`src/rtl/key_scan_pkg.sv`:
```
// ---------------------------------------------------------------------------
// key_scan_pkg -- shared constants and helpers for the 4x4 key matrix scanner.
//   ROWS / COLS : matrix geometry
//   NKEYS       : number of keys (ROWS*COLS)
//   KEY_W       : width of a key index (row*COLS + col)
//   ROW_W       : width of the row index
//   row_drive() : one-hot-low row drive pattern for a given row index
// ---------------------------------------------------------------------------
package key_scan_pkg;

    localparam int ROWS  = 4;
    localparam int COLS  = 4;
    localparam int NKEYS = ROWS * COLS;
    localparam int KEY_W = 4;
    localparam int ROW_W = 2;

    // Row r is driven low, all other rows high (r=0 -> 4'b1110).
    function automatic logic [ROWS-1:0] row_drive(input logic [ROW_W-1:0] row);
        logic [ROWS-1:0] one_hot;
        one_hot = {{(ROWS-1){1'b0}}, 1'b1} << row;
        return ~one_hot;
    endfunction

endpackage

```
`src/rtl/key_scan_if.sv`:
```
// ---------------------------------------------------------------------------
// key_scan_if -- key event stream (valid/ready handshake).
//   key_valid : event available in the output slot
//   key_ready : consumer accepts the event (ignored while key_valid=0)
//   key_code  : key index = row*4 + col
//   key_rel   : 1 = release event, 0 = press event
// Modports: master (the scanner), slave (the consumer).
// ---------------------------------------------------------------------------
interface key_scan_if;
    import key_scan_pkg::*;

    logic             key_valid;
    logic             key_ready;
    logic [KEY_W-1:0] key_code;
    logic             key_rel;

    modport master (output key_valid, output key_code, output key_rel, input key_ready);
    modport slave  (input key_valid, input key_code, input key_rel, output key_ready);

endinterface

```
`src/rtl/key_scan_arb.sv`:
```
// ---------------------------------------------------------------------------
// key_scan_arb -- lowest-index priority picker over N request bits.
//   req   : request vector (bit 0 has highest priority)
//   found : at least one request is set
//   idx   : index of the lowest set request (0 when none)
// ---------------------------------------------------------------------------
module key_scan_arb #(
    parameter int N = 16,
    localparam int IW = $clog2(N)
) (
    input  logic [N-1:0]  req,
    output logic          found,
    output logic [IW-1:0] idx
);

    // Scan from the top down so the lowest set index is the last one written.
    always_comb begin
        found = 1'b0;
        idx   = '0;
        for (int i = N - 1; i >= 0; i--) begin
            if (req[i]) begin
                found = 1'b1;
                idx   = IW'(i);
            end
        end
    end

endmodule

```
`src/rtl/key_scan.sv`:
```
// ---------------------------------------------------------------------------
// key_scan -- 4x4 key matrix scanner with per-key debounce and an event slot.
//   clk      : system clock
//   rst      : synchronous, active-low reset
//   key_row  : active-low row drive (registered)
//   key_col  : active-low column sense, already synchronised (0 = closed)
//   key_if   : event stream (key_scan_if.master): valid/ready/code/rel
//   key_held : debounced stable state per key (1 = held)
//   key_ovf  : one-cycle pulse when a new event merges into a pending one
// Parameters: SCAN_DIV (clk cycles per row step, >= 2),
//             DEBOUNCE_CNT (differing samples to flip a key, >= 1).
// Build option: define KEY_SCAN_RELEASE_EN to also report release events;
// otherwise only presses are reported and key_rel is tied low.
// ---------------------------------------------------------------------------
module key_scan
    import key_scan_pkg::*;
#(
    parameter int SCAN_DIV     = 5000,
    parameter int DEBOUNCE_CNT = 4
) (
    input  logic             clk,
    input  logic             rst,
    output logic [ROWS-1:0]  key_row,
    input  logic [COLS-1:0]  key_col,
    key_scan_if.master       key_if,
    output logic [NKEYS-1:0] key_held,
    output logic             key_ovf
);

    localparam int PW = $clog2(SCAN_DIV);
    localparam int CW = $clog2(DEBOUNCE_CNT + 1);

`ifdef KEY_SCAN_RELEASE_EN
    localparam int NREQ = 2 * NKEYS;
`else
    localparam int NREQ = NKEYS;
`endif
    localparam int IW = $clog2(NREQ);

    logic [PW-1:0]    pre;
    logic [ROW_W-1:0] row;
    logic             tick;

    logic [CW-1:0]    cnt     [NKEYS];
    logic [CW-1:0]    cnt_nxt [NKEYS];
    logic [NKEYS-1:0] held_nxt;

    logic [NKEYS-1:0] press_pend, press_set, press_clr, press_nxt;

    logic             slot_valid;
    logic [KEY_W-1:0] slot_code;

    logic [NREQ-1:0]  req;
    logic             found;
    logic [IW-1:0]    pick_idx;
    logic [KEY_W-1:0] pick_code;
    logic             pick_rel;
    logic             load;
    logic             take;
    logic             ovf_nxt;

    assign tick = (pre == PW'(SCAN_DIV - 1));

    // Debounce: each key sees one sample per full scan, on the tick of its row.
    // NOTE: every always_comb output gets a default first; a path that skips
    // an assignment would otherwise infer a latch.
    always_comb begin
        held_nxt = key_held;
        cnt_nxt  = cnt;
        if (tick) begin
            for (int c = 0; c < COLS; c++) begin
                if (!key_col[c] == key_held[{row, 2'(c)}]) begin
                    cnt_nxt[{row, 2'(c)}] = '0;
                end else if (cnt[{row, 2'(c)}] == CW'(DEBOUNCE_CNT - 1)) begin
                    held_nxt[{row, 2'(c)}] = ~key_held[{row, 2'(c)}];
                    cnt_nxt[{row, 2'(c)}]  = '0;
                end else begin
                    cnt_nxt[{row, 2'(c)}] = cnt[{row, 2'(c)}] + CW'(1);
                end
            end
        end
    end

    assign press_set = held_nxt & ~key_held;

    // The slot accepts a new event when empty or when its current one leaves.
    assign load = !slot_valid || key_if.key_ready;
    assign take = load && found;

    always_comb begin
        press_clr = '0;
        if (take && !pick_rel) press_clr[pick_code] = 1'b1;
    end

    // Clear before set: a bit set and consumed on the same edge stays set.
    assign press_nxt = (press_pend & ~press_clr) | press_set;

`ifdef KEY_SCAN_RELEASE_EN
    logic [NKEYS-1:0] rel_pend, rel_set, rel_clr, rel_nxt;
    logic             slot_rel;

    assign rel_set = key_held & ~held_nxt;

    always_comb begin
        rel_clr = '0;
        if (take && pick_rel) rel_clr[pick_code] = 1'b1;
    end

    assign rel_nxt = (rel_pend & ~rel_clr) | rel_set;

    // Interleave press/release per key so that, for one key index, the press
    // (even slot) wins over the release (odd slot).
    always_comb begin
        req = '0;
        for (int k = 0; k < NKEYS; k++) begin
            req[2*k]   = press_pend[k];
            req[2*k+1] = rel_pend[k];
        end
    end

    assign pick_code = pick_idx[IW-1:1];
    assign pick_rel  = pick_idx[0];

    assign ovf_nxt = |(press_set & press_pend & ~press_clr)
                   | |(rel_set & rel_pend & ~rel_clr);

    always_ff @(posedge clk) begin
        if (!rst) begin
            rel_pend <= '0;
            slot_rel <= 1'b0;
        end else begin
            rel_pend <= rel_nxt;
            if (take) slot_rel <= pick_rel;
        end
    end

    assign key_if.key_rel = slot_rel;
`else
    assign req       = press_pend;
    assign pick_code = pick_idx;
    assign pick_rel  = 1'b0;
    assign ovf_nxt   = |(press_set & press_pend & ~press_clr);

    assign key_if.key_rel = 1'b0;
`endif

    key_scan_arb #(.N(NREQ)) u_arb (
        .req   (req),
        .found (found),
        .idx   (pick_idx)
    );

    // NOTE: sequential state uses non-blocking assignments only, so every
    // register samples the pre-edge values regardless of statement order.
    always_ff @(posedge clk) begin
        if (!rst) begin
            pre        <= '0;
            row        <= '0;
            key_row    <= row_drive('0);
            key_held   <= '0;
            press_pend <= '0;
            slot_valid <= 1'b0;
            slot_code  <= '0;
            key_ovf    <= 1'b0;
            // NOTE: the debounce counters are individual flops, not a RAM,
            // so clearing them all on reset is cheap and required.
            for (int k = 0; k < NKEYS; k++) cnt[k] <= '0;
        end else begin
            pre <= tick ? '0 : pre + PW'(1);
            if (tick) begin
                row     <= row + ROW_W'(1);
                key_row <= row_drive(row + ROW_W'(1));
            end
            cnt        <= cnt_nxt;
            key_held   <= held_nxt;
            press_pend <= press_nxt;
            key_ovf    <= ovf_nxt;
            if (load) slot_valid <= found;
            if (take) slot_code  <= pick_code;
        end
    end

    assign key_if.key_valid = slot_valid;
    assign key_if.key_code  = slot_code;

endmodule

```
`src/flat_wrapper.sv`:
```
// flat-port wrapper written by rule: the top's interface ports become plain ports
module key_scan_flat import key_scan_pkg::*;
#(
    parameter int SCAN_DIV     = 5000,
    parameter int DEBOUNCE_CNT = 4
)
  (clk, rst, key_row, key_col, key_held, key_ovf, key_if_key_valid, key_if_key_code, key_if_key_rel, key_if_key_ready);
  key_scan_if key_if_i ();
  input  logic clk;
  input  logic rst;
  output logic [ROWS-1:0] key_row;
  input  logic [COLS-1:0] key_col;
  output logic [NKEYS-1:0] key_held;
  output logic key_ovf;
  output wire logic [$bits(key_if_i.key_valid)-1:0] key_if_key_valid;
  output wire logic [$bits(key_if_i.key_code)-1:0] key_if_key_code;
  output wire logic [$bits(key_if_i.key_rel)-1:0] key_if_key_rel;
  input wire logic [$bits(key_if_i.key_ready)-1:0] key_if_key_ready;
  assign key_if_key_valid = key_if_i.key_valid;
  assign key_if_key_code = key_if_i.key_code;
  assign key_if_key_rel = key_if_i.key_rel;
  assign key_if_i.key_ready = key_if_key_ready;
  key_scan #(.SCAN_DIV(SCAN_DIV), .DEBOUNCE_CNT(DEBOUNCE_CNT)) u_core (.clk(clk), .rst(rst), .key_row(key_row), .key_col(key_col), .key_if(key_if_i), .key_held(key_held), .key_ovf(key_ovf));
endmodule
```
`config.mk`:
```
export PLATFORM = sky130hd
export DESIGN_NAME = key_scan_flat
export DESIGN_NICKNAME = d
export VERILOG_FILES = /design/src/rtl/key_scan_pkg.sv /design/src/rtl/key_scan_if.sv /design/src/rtl/key_scan_arb.sv /design/src/rtl/key_scan.sv /design/src/flat_wrapper.sv
export SDC_FILE = /design/constraint.sdc
export NUM_CORES = 1
export LEC_CHECK = 0
export BUFFER_PORTS_ARGS = -buffer_cell sky130_fd_sc_hd__buf_4
export CORE_ASPECT_RATIO = 0.5
export CORE_MARGIN = 2
export CORE_UTILIZATION = 50
export DETAILED_ROUTE_END_ITERATION = 7
export PLACE_DENSITY = 0.65
export SYNTH_ARGS = -nofsm -noshare
export SYNTH_HDL_FRONTEND = slang
export SYNTH_SLANG_ARGS = --single-unit
```
`constraint.sdc`:
```
create_clock -name clk -period 5.3 [get_ports clk]
set_input_delay 0.795 -clock clk [delete_from_list [all_inputs] [get_ports clk]]
set_output_delay 0.795 -clock clk [all_outputs]
set_load 0.03 [all_outputs]
```
==> out/qor.txt, run 1 <==
status: finished clean
CTS root buffer: clkbuf_16
Final setup viols: 0
1st-pass router iterations: 7
vias in the first global route: 4396
fin crit share: 0.6743
Starting Density: 0.5138
worst r2r dst: u_core.key_ovf$_SDFF_PN0_
Worst setup SP type: flop
Max Clock Freq: 279.8 MHz
first-pass GRT wire length: 22490 um
Die W: 148.7 um
Total Wirelength: 13660 um
placer congestion estimate: 0.8556
dpl cells: 777
R2R Setup Slk: 1.73 ns
Cell Rows: 26
Slew Limit Headroom: 0.4099
H-Tree Depth: 3
Worst-path clk slew: 0.08 ns
layout cells sized above 1: 0.1302
max-cap violation count: 0
Die Ht: 76.33 um
synthesized area per cell: 8.264 um^2
critical path arrival: 3.79 ns
cell taking the most area after synthesis: dfxtp_1
pin count of the biggest net entering global routing: 44
top cell type's share of synthesized area: 0.4018
final setup TNS: 0 ns
leakage: 2.074 nW
DR iter-0 viols: 342
Ports: 34
Post-Syn Area: 5231 um^2
Worst Hold Class: reg -> reg
DR DRC count: 0
Area contributors post-synth: dfxtp_1 (40%), nand2_1 (8.5%), a21oi_1 (7.5%)
Final Non-Filler Cells: 793
RSZ-0062 raised after global routing: false
WL per Instance: 17.23 um
Final #Nets: 672
Final Hold Fails: 0
Power Density: 252.9 nW/um^2
crit path kind: reg -> reg
final-report max-slew violation count: 0
grt total ovfl: 0
sequential share of the synthesized area: 0.4018
utilization after layout: 0.5731
PostCTS Resize Cnt: 0
sink of the worst hold path: u_core.pre[0]$_SDFF_PP0_
Die ar.: 11350 um^2
CTS buffer count: 9
hold wc startpoint: u_core.pre[0]$_SDFF_PP0_
Syn Nets: 657
WP data required: 5.52 ns
ANT nets after route: 0
crit end category: flop
buffers added on ports: 32
crit path time final: 3.574 ns
worst reg2reg startpoint: u_core.row[0]$_SDFFE_PN0N_
reg2reg path depth: 10
via count: 4619
worst hold path stage count: 1
Worst Skew: 0.008496 ns
GR Util All Layers: 0.2497
FF+latch count, synth: 105
# diodes: 0
Longest Clk Path Bufs: 2
via-per-instance ratio: 5.825
distinct cell type count after synthesis: 59
post-synthesis cell count: 633
crit path max fanout: 13
worst slew pin tran: 0.8830 ns
Core ar.: 10180 um^2
Post-DP HPWL: 9288 um
cts hold-fix bufs: 0
Post-CTS Setup Inserts: 0
later-pin clock latency in the skew report: 0.35 ns
CTS tree: built
initial antenna violation count: 0
Layout area overhead: 11.55%
number of synthesized flops with an enable pin: 0
Fillers: 953
FF/Latch Area: 2102 um^2
Synth Warn #: 0
Max IR drop VDD: 0.0001458 V
top_reg_cell synth: dfxtp_1
CTS Sinks: 105
area of the multi-input gates: 2934 um^2
asr flop ratio synth: 0
where the power goes:
group | total [mW] | switching (mW) | internal, mW
clock | 0.653 | 0.324 | 0.329
sequential | 0.792 | 0.00186 | 0.790
combinational | 0.0313 | 0.0236 | 0.00774
total | 1.48 | 0.350 | 1.13
synth_stat cells, drive strengths merged, types with 10 or more instances:
library cell,number
nand2,118
dfxtp,105
a21oi,78
nor2,72
clkbuf,26
o21ai,25
ha,17
mux4,16
inv,15
o21a,14
or3,13
nand3,12
nor3,11
nor4,11
and2,10
routing by layer:
layer | track usage | wire length (um) | vias up
li1 | - | - | 2237
met2 | 0.3907 | 6031 | 164
met5 | 0 | 0 | -
met3 | 0.06048 | 899 | 35
met4 | 0.08000 | 299 | 0
met1 | 0.3423 | 6432 | 2183
worst max path at each step:
| stage | start | endpoint | slack (ns) | depth (start not counted) |
|---|---|---|---|---|
| 3_5_place_dp | u_core.row[0]$_SDFFE_PN0N_ | u_core.key_ovf$_SDFF_PN0_ | 1.73 | 10 |
| 4_1_cts | u_core.row[0]$_SDFFE_PN0N_ | u_core.key_ovf$_SDFF_PN0_ | 1.70 | 10 |
| 2_1_floorplan | u_core.row[0]$_SDFFE_PN0N_ | u_core.key_ovf$_SDFF_PN0_ | 1.89 | 11 |
| 5_1_grt | u_core.row[0]$_SDFFE_PN0N_ | u_core.key_ovf$_SDFF_PN0_ | 1.53 | 10 |
| 3_3_place_gp | u_core.row[0]$_SDFFE_PN0N_ | u_core.key_ovf$_SDFF_PN0_ | 1.79 | 10 |
| 6_report | u_core.row[0]$_SDFFE_PN0N_ | u_core.key_ovf$_SDFF_PN0_ | 1.73 | 10 |
placed cells by master (no fill, tap or decap), types with 6 or more instances in the layout:
cell type / instances
and2_1: 10
mux4_2: 15
buf_4: 37
nor3_1: 11
a21oi_1: 78
o21ai_0: 25
xor2_1: 7
dfxtp_1: 105
nor4_1: 8
o21a_1: 14
nand2b_1: 7
nor2b_1: 6
nand3_1: 11
inv_1: 13
ha_1: 17
or3_1: 12
nor2_1: 72
nand2_1: 118
clkbuf_16: 9
xnor2_1: 7
worst max-delay path, cell delays in order (launching register included):
cell	delay, ns
dfxtp_1	0.69
buf_4	0.34
mux4_2	0.55
ha_1	0.22
ha_1	0.24
nor3b_1	0.18
nand3_1	0.12
o32ai_1	0.10
or4_1	0.56
nor4_2	0.30
a41oi_2	0.13
stage by stage:
stage          hold slack (ns)  power (mW)  cell area [um^2]  setup WS [ns]
2_1_floorplan           0.4175      0.8301              5231          1.892
3_3_place_gp            0.4295      0.8409              5545          1.794
3_5_place_dp            0.4392      0.8412              5545          1.725
4_1_cts                 0.4525       1.487              5836          1.702
5_1_grt                 0.4740       1.525              5836          1.533
6_report                0.4470       1.476              5836          1.726
cell type report:
cell class / instances / share of cell area
sequential: 105 / 0.3602
clock buffer: 9 / 0.03859
inverter: 15 / 0.009648
tap: 140 / 0.03002
clock inverter: 7 / 0.01115
timing repair buffer: 37 / 0.04760
multi-input combinational: 480 / 0.5028
kinds of logic (layout without fill, tap and decap cells):
family / Yosys count / count (layout) / share of synthesized area
mux: 17 / 17 / 0.07151
xor+xnor: 14 / 14 / 0.02344
simple gates: 287 / 287 / 0.2581
fa+ha+maj: 17 / 17 / 0.04066
other cells: 1 / 1 / 0.0007168
compound gates: 144 / 144 / 0.1665
buf+inv: 48 / 68 / 0.03731
flops: 105 / 105 / 0.4018
registers in the layout, summed over array words and instances (netlist names):
signal                   cells
u_core.press_pend           16
u_core.cnt                  48
u_core.key_row               4
u_core.row                   2
u_core.key_ovf               1
u_core.key_if.key_code       4
u_core.key_held             16
u_core.key_if.key_valid      1
u_core.pre                  13
Power figures use the tool's default switching activity.
==> inputs of run 2 (changes only) <==
- ABC_AREA: default -> 1
- PLACE_DENSITY: 0.65 -> 0.67
- clock period: 5.3 -> 2.9 ns (I/O delays scaled with it)
==> run 2 against run 1 <==
Compared with the run above: area after synthesis fell by 2.2%; critical path depth rose by 5; largest power group unchanged; setup slack got worse by 1.4 ns; clock-buffer cell count did not move; worst hold slack got worse by 0.0027 ns; cell count rose by 11%; core utilization rose by 0.27 points; fmax rose by 38%; critical path type unchanged.
==> out/qor.txt, run 2 <==
status: finished clean
crit path kind: reg -> reg
Largest regs: u_core.cnt x48, u_core.key_held x16, u_core.press_pend x16
final-report max-slew violation count: 0
Max IR drop VDD: 0.0002787 V
Top reg by flops: u_core.cnt
crit end category: flop
Die ar.: 11110 um^2
DR DRC count: 0
fin crit share: 0.8939
via-per-instance ratio: 5.309
Layout area overhead: 13.47%
Power Total: 2.767 mW
# diodes: 0
max FFs per register: 48
commonest non-fill, non-tap cell in the layout: nand2_1
first-pass GRT wire length: 19650 um
leakage: 2.367 nW
asr flop ratio synth: 0
WP data required: 3.19 ns
Die Ht: 75.54 um
synthesized area per cell: 7.157 um^2
Worst Hold Class: in -> reg
DP Worst Slack: 0.3083 ns
via count: 4677
CTS root buffer: clkbuf_16
Compound-Gate Fraction of Synth Area: 0.2142
CTS tree: built
Total Wirelength: 12080 um
Starting Density: 0.5074
Longest Clk Path Bufs: 2
Final Hold Fails: 0
pin count of the biggest net entering global routing: 55
Worst-path clk slew: 0.07 ns
mux cell area share after synthesis: 0
1st-pass router iterations: 5
Die W: 147.1 um
grt total ovfl: 0
crit-path cells: inv_2 > a21oi_1 > a32oi_1 > ha_1 > ha_1 > inv_1 > nor4_1 > nand3_1 > nand2_1 > inv_1 > nand2_1 > nor2_1 > nand2_1 > nor2_1 > nor2_1
FF+latch count, synth: 105
crit path max fanout: 21
largest family of logic cells by synthesized area: simple AND/OR/NAND/NOR gates
slowest cell delay on critical path: 0.59 ns
Synth Warn #: 0
Post-DP HPWL: 8302 um
top_reg_cell synth: dfxtp_1
GR Util All Layers: 0.2225
utilization after layout: 0.5758
critical path arrival: 2.88 ns
crit path time final: 2.592 ns
highest-count cells in the layout ignoring fill and taps: nand2_1 (111), a21oi_1 (104), dfxtp_1 (104)
FF/Latch Area: 2103 um^2
buffers added on ports: 32
Slew Limit Headroom: 0.5701
worst slew pin tran: 0.6390 ns
Fillers: 971
Post-CTS Setup Inserts: 0
Final #Nets: 760
initial antenna violation count: 0
Final WS setup: 0.3076 ns
Area contributors post-synth: dfxtp_1 (41%), a21oi_1 (10%), nand2_1 (8.1%)
layout cells sized above 1: 0.1134
hold slack final: 0.4443 ns
Post-Syn Area: 5117 um^2
number of synthesized flops with an enable pin: 0
Worst setup SP type: flop
Syn Nets: 739
DR iter-0 viols: 363
ANT nets after route: 0
Core ar.: 10080 um^2
cell taking the most area after synthesis: dfxtp_1
Final setup viols: 0
top cell type's share of synthesized area: 0.4108
later-pin clock latency in the skew report: 0.35 ns
Ports: 34
Max Clock Freq: 385.7 MHz
most frequent cell after synthesis: nand2_1
distinct cell type count after synthesis: 42
final setup TNS: 0 ns
sequential share of the synthesized area: 0.4108
CP max stage cell: nor4_1
CTS buffer count: 9
CTS Sinks: 105
Power Density: 476.5 nW/um^2
WL per Instance: 13.71 um
area of the multi-input gates: 2577 um^2
H-Tree Depth: 3
XOR/XNOR Fraction of Synth Area: 0.003423
vias in the first global route: 4058
Post-synth top cells: nand2_1 (111), dfxtp_1 (105), a21oi_1 (104)
Synth Area in Simple Gates: 0.2413
max-cap violation count: 0
placer congestion estimate: 0.8332
Worst Skew: 0.01135 ns
Cell Rows: 26
post-synthesis adder-cell area fraction: 0.04156
post-synthesis cell count: 715
## run 2: cell count changes after synthesis, sizes merged, moves of 13 or more
cell   before  now
mux4       16    0
or3        13    0
a21oi      78  106
nand3      12   45
o21ai      25   74
o21a       14    0
inv        15   78
## run 2: layout make-up
cell class | instances | area share
tap | 140 | 0.03017
sequential | 105 | 0.3622
clock buffer | 9 | 0.03878
multi-input combinational | 497 | 0.4439
clock inverter | 7 | 0.01444
inverter | 80 | 0.05279
timing repair buffer | 43 | 0.05775
## run 2: worst paths after layout
path                                                 start  cells after the start                            end  slack (ns)
worst min-delay path                            key_col[0]                      4  u_core.key_held[4]$_SDFF_PN0_        0.44
worst min register to register    u_core.pre[0]$_SDFF_PP0_                      1       u_core.pre[0]$_SDFF_PP0_        0.45
worst max register to register  u_core.row[1]$_SDFFE_PN0N_                     15      u_core.key_ovf$_SDFF_PN0_        0.31
worst max-delay path            u_core.row[1]$_SDFFE_PN0N_                     15      u_core.key_ovf$_SDFF_PN0_        0.31
## run 2: cell families (layout without fill, tap and decap cells)
kind of cell | after synthesis | in the layout
buf+inv | 113 | 139
flops | 105 | 105
xor+xnor | 2 | 2
compound gates | 204 | 204
fa+ha+maj | 17 | 17
other cells | 1 | 1
simple gates | 273 | 273
## run 2: power breakdown
group | switching, mW | total, mW | internal (mW)
sequential | 0.00247 | 1.45 | 1.44
combinational | 0.0437 | 0.0588 | 0.0151
clock | 0.577 | 1.26 | 0.685
## run 2: stage by stage
| step | cells | cell area (um^2) |
|---|---|---|
| 6_report | 881 | 5807 |
| 5_1_grt | 881 | 5807 |
| 4_1_cts | 881 | 5793 |
| 3_5_place_dp | 865 | 5484 |
| 3_3_place_gp | 865 | 5484 |
| 2_1_floorplan | 715 | 5119 |
## run 2: repair_timing
action	in CTS	in global routing
gates resized for setup	0	3
endpoints found under the hold margin	0	0
setup endpoints to repair	0	1
hold buffers	0	0
## run 2: worst max-delay path, delay by kind of cell (launching register included)
kind                       cells  cell delay (ns)
AOI/OAI and AO/OA              2             0.31
adders and majority gates      2             0.38
and+or+nand+nor                8             1.10
DFF                            1             0.32
buffers and inverters          3             0.42
## run 2: per-layer routing
layer | track usage | routed length, um | vias to the layer above
met5 | 0 | 0 | -
met4 | 0.05021 | 84 | 0
met3 | 0.04551 | 575 | 8
met2 | 0.3676 | 5322 | 102
met1 | 0.3073 | 6092 | 2118
li1 | - | - | 2449
==> inputs of run 3 (changes only) <==
- SYNTH_HIERARCHICAL: default -> 1
==> run 3 against run 2 <==
Compared with the run above: wire length up 12%; fmax up 0.48%; synthesized cell count up 6.4%; largest power group unchanged; clock power down 6%; cell count up 5.2%; area after synthesis up 5.4%; critical endpoint is now u_core/key_ovf$_SDFF_PN0_; clock skew about the same; global-route usage up 1.8 points.
==> out/qor.txt, run 3 <==
distinct cell type count after synthesis: 44
Post-CTS Setup Inserts: 0
mux cell area share after synthesis: 0
CTS tree: built
status: finished clean
CTS Sinks: 105
top_reg_cell synth: dfxtp_1
ANT nets after route: 0
crit path time final: 2.580 ns
Worst Skew: 0.01102 ns
Total Wirelength: 13520 um
via-per-instance ratio: 5.383
Crit path top cell by count: nand2_1
Power Density: 450.3 nW/um^2
sequential share of the synthesized area: 0.3898
crit path max fanout: 18
Cell Rows: 26
slowest cell delay on critical path: 0.43 ns
met3 usage: 0.05176
Longest Clk Path Bufs: 2
Post-DP HPWL: 9226 um
highest-count cells in the layout ignoring fill and taps: nand2_1 (119), dfxtp_1 (105), inv_1 (84), nor2_1 (84), a21oi_1 (80)
Worst Hold Class: in -> reg
Final WS setup: 0.3199 ns
Top reg by flops: u_core/cnt
Die ar.: 11680 um^2
crit path kind: reg -> reg
Starting Density: 0.5213
commonest non-fill, non-tap cell in the layout: nand2_1
CTS buffer count: 9
later-pin clock latency in the skew report: 0.36 ns
Max Clock Freq: 387.6 MHz
Synth Warn #: 6
placer congestion estimate: 0.8986
final setup TNS: 0 ns
DP Worst Slack: 0.3998 ns
vias in the first global route: 4449
Post-Syn Area: 5393 um^2
buffers added on ports: 32
Area contributors post-synth: dfxtp_1 (39%), nand2_1 (8.3%), a21oi_1 (7.4%)
Layout area overhead: 11.42%
most frequent cell after synthesis: nand2_1
Worst path depth: 12
worst hold path stage count: 4
global route hottest layer: met2
CP max stage cell: clkinv_1
met2 Use GR: 0.3586
# diodes: 0
delay-heaviest family, CP: simple AND/OR/NAND/NOR gates
crit-path cells: or2_1 > nor4_1 > nand2_1 > nand2_1 > clkinv_1 > a31oi_1 > nand4_1 > nand2_1 > nor2_1 > nand2_1 > nor2_1 > nor2_1
first-pass GRT wire length: 22270 um
reg2reg path depth: 12
Final #Nets: 802
grt total ovfl: 0
Die W: 150.9 um
Final Hold Fails: 0
Max IR drop VDD: 0.0002413 V
Largest regs: u_core/cnt x48, u_core/key_held x16, u_core/press_pend x16
Syn Nets: 781
asr flop ratio synth: 0
Compound-Gate Fraction of Synth Area: 0.2046
final-report max-slew violation count: 0
Ports: 34
R2R Setup Slk: 0.32 ns
Post-synth top cells: nand2_1 (119), dfxtp_1 (105), inv_1 (84), nor2_1 (84), a21oi_1 (80)
Core ar.: 10340 um^2
met1 Use GR: 0.3516
Critical path buffers and inverters: 1
GR Util All Layers: 0.2404
FF+latch count, synth: 105
pin count of the biggest net entering global routing: 40
RSZ-0062 raised after global routing: false
PostCTS Resize Cnt: 0
cts hold-fix bufs: 0
DR iter-0 viols: 449
Worst setup SP type: flop
initial antenna violation count: 0
fin crit share: 0.8897
DR DRC count: 0
Final setup viols: 0
post-synthesis cell count: 761
largest family of logic cells by synthesized area: simple AND/OR/NAND/NOR gates
layout cells sized above 1: 0.1321
post-synthesis adder-cell area fraction: 0.03016
Slew Limit Headroom: 0.6247
via count: 4990
Synth Area in Simple Gates: 0.2763
top cell type's share of synthesized area: 0.3898
max-cap violation count: 0
WL per Instance: 14.58 um
XOR/XNOR Fraction of Synth Area: 0.001624
max FFs per register: 48
cell taking the most area after synthesis: dfxtp_1
1st-pass router iterations: 5
worst slew pin tran: 0.5621 ns
CTS root buffer: clkbuf_16
H-Tree Depth: 3
number of synthesized flops with an enable pin: 0
Die Ht: 77.44 um
Worst-path clk slew: 0.08 ns
WP data required: 3.20 ns
critical path arrival: 2.88 ns
synthesized area per cell: 7.086 um^2
crit end category: flop
leakage: 2.490 nW
run 3: cell type report:
| type | count | area (um^2) |
|---|---|---|
| Fill cell | 980 | 4337 |
| Multi-Input combinational cell | 525 | 2769 |
| Tap cell | 140 | 175.2 |
| Inverter | 102 | 384.1 |
| Clock inverter | 7 | 60.06 |
| Timing Repair Buffer | 39 | 292.8 |
| Clock buffer | 9 | 225.2 |
| Sequential cell | 105 | 2102 |
run 3: report_power, final:
| part | internal (mW) | total, mW | switching, mW | leakage (nW) |
|---|---|---|---|---|
| clock | 0.600 | 1.19 | 0.592 | 0.143 |
| sequential | 1.44 | 1.45 | 0.00242 | 0.846 |
| combinational | 0.0164 | 0.0674 | 0.0510 | 1.50 |
| total | 2.06 | 2.71 | 0.645 | 2.49 |
run 3: kinds of logic after synthesis:
logic type / count (synthesis)
simple gates: 311
compound gates: 199
buf+inv: 131
flops: 105
fa+ha+maj: 13
xor+xnor: 1
other cells: 1
run 3: stage by stage:
stage	total power, mW	hold WS, ns	instance area [um^2]	std cells	utilization
2_1_floorplan	1.527	0.4175	5393	761	-
3_5_place_dp	1.547	0.4425	5723	911	0.5532
5_1_grt	2.809	0.3664	6008	927	0.5808
4_1_cts	2.729	0.3481	6008	927	0.5808
3_3_place_gp	1.546	0.4269	5723	911	0.5532
6_report	2.705	0.3526	6008	927	0.5808
run 3: per-layer routing:
layer	share of wire	up-vias
met5	0	-
met4	0.013	0
met3	0.063	18
met2	0.42	136
met1	0.50	2270
li1	-	2566
run 3: worst reg2reg max path, cell delays in order, from the launching register on:
cell and delay (ns):
dfxtp_1 0.32, or2_1 0.26, nor4_1 0.41, nand2_1 0.09, nand2_1 0.18, clkinv_1 0.43, a31oi_1 0.38, nand4_1 0.14
nand2_1 0.08, nor2_1 0.04, nand2_1 0.07, nor2_1 0.04, nor2_1 0.06
run 3: worst paths after layout:
kind                                                  startpoint                                    to
worst max-delay path            u_core/press_pend[15]$_SDFF_PN0_             u_core/key_ovf$_SDFF_PN0_
worst min-delay path                            key_if_key_ready  u_core/key_if.key_valid$_SDFFE_PN0N_
worst max register to register  u_core/press_pend[15]$_SDFF_PN0_             u_core/key_ovf$_SDFF_PN0_
worst min register to register          u_core/pre[0]$_SDFF_PP0_              u_core/pre[0]$_SDFF_PP0_
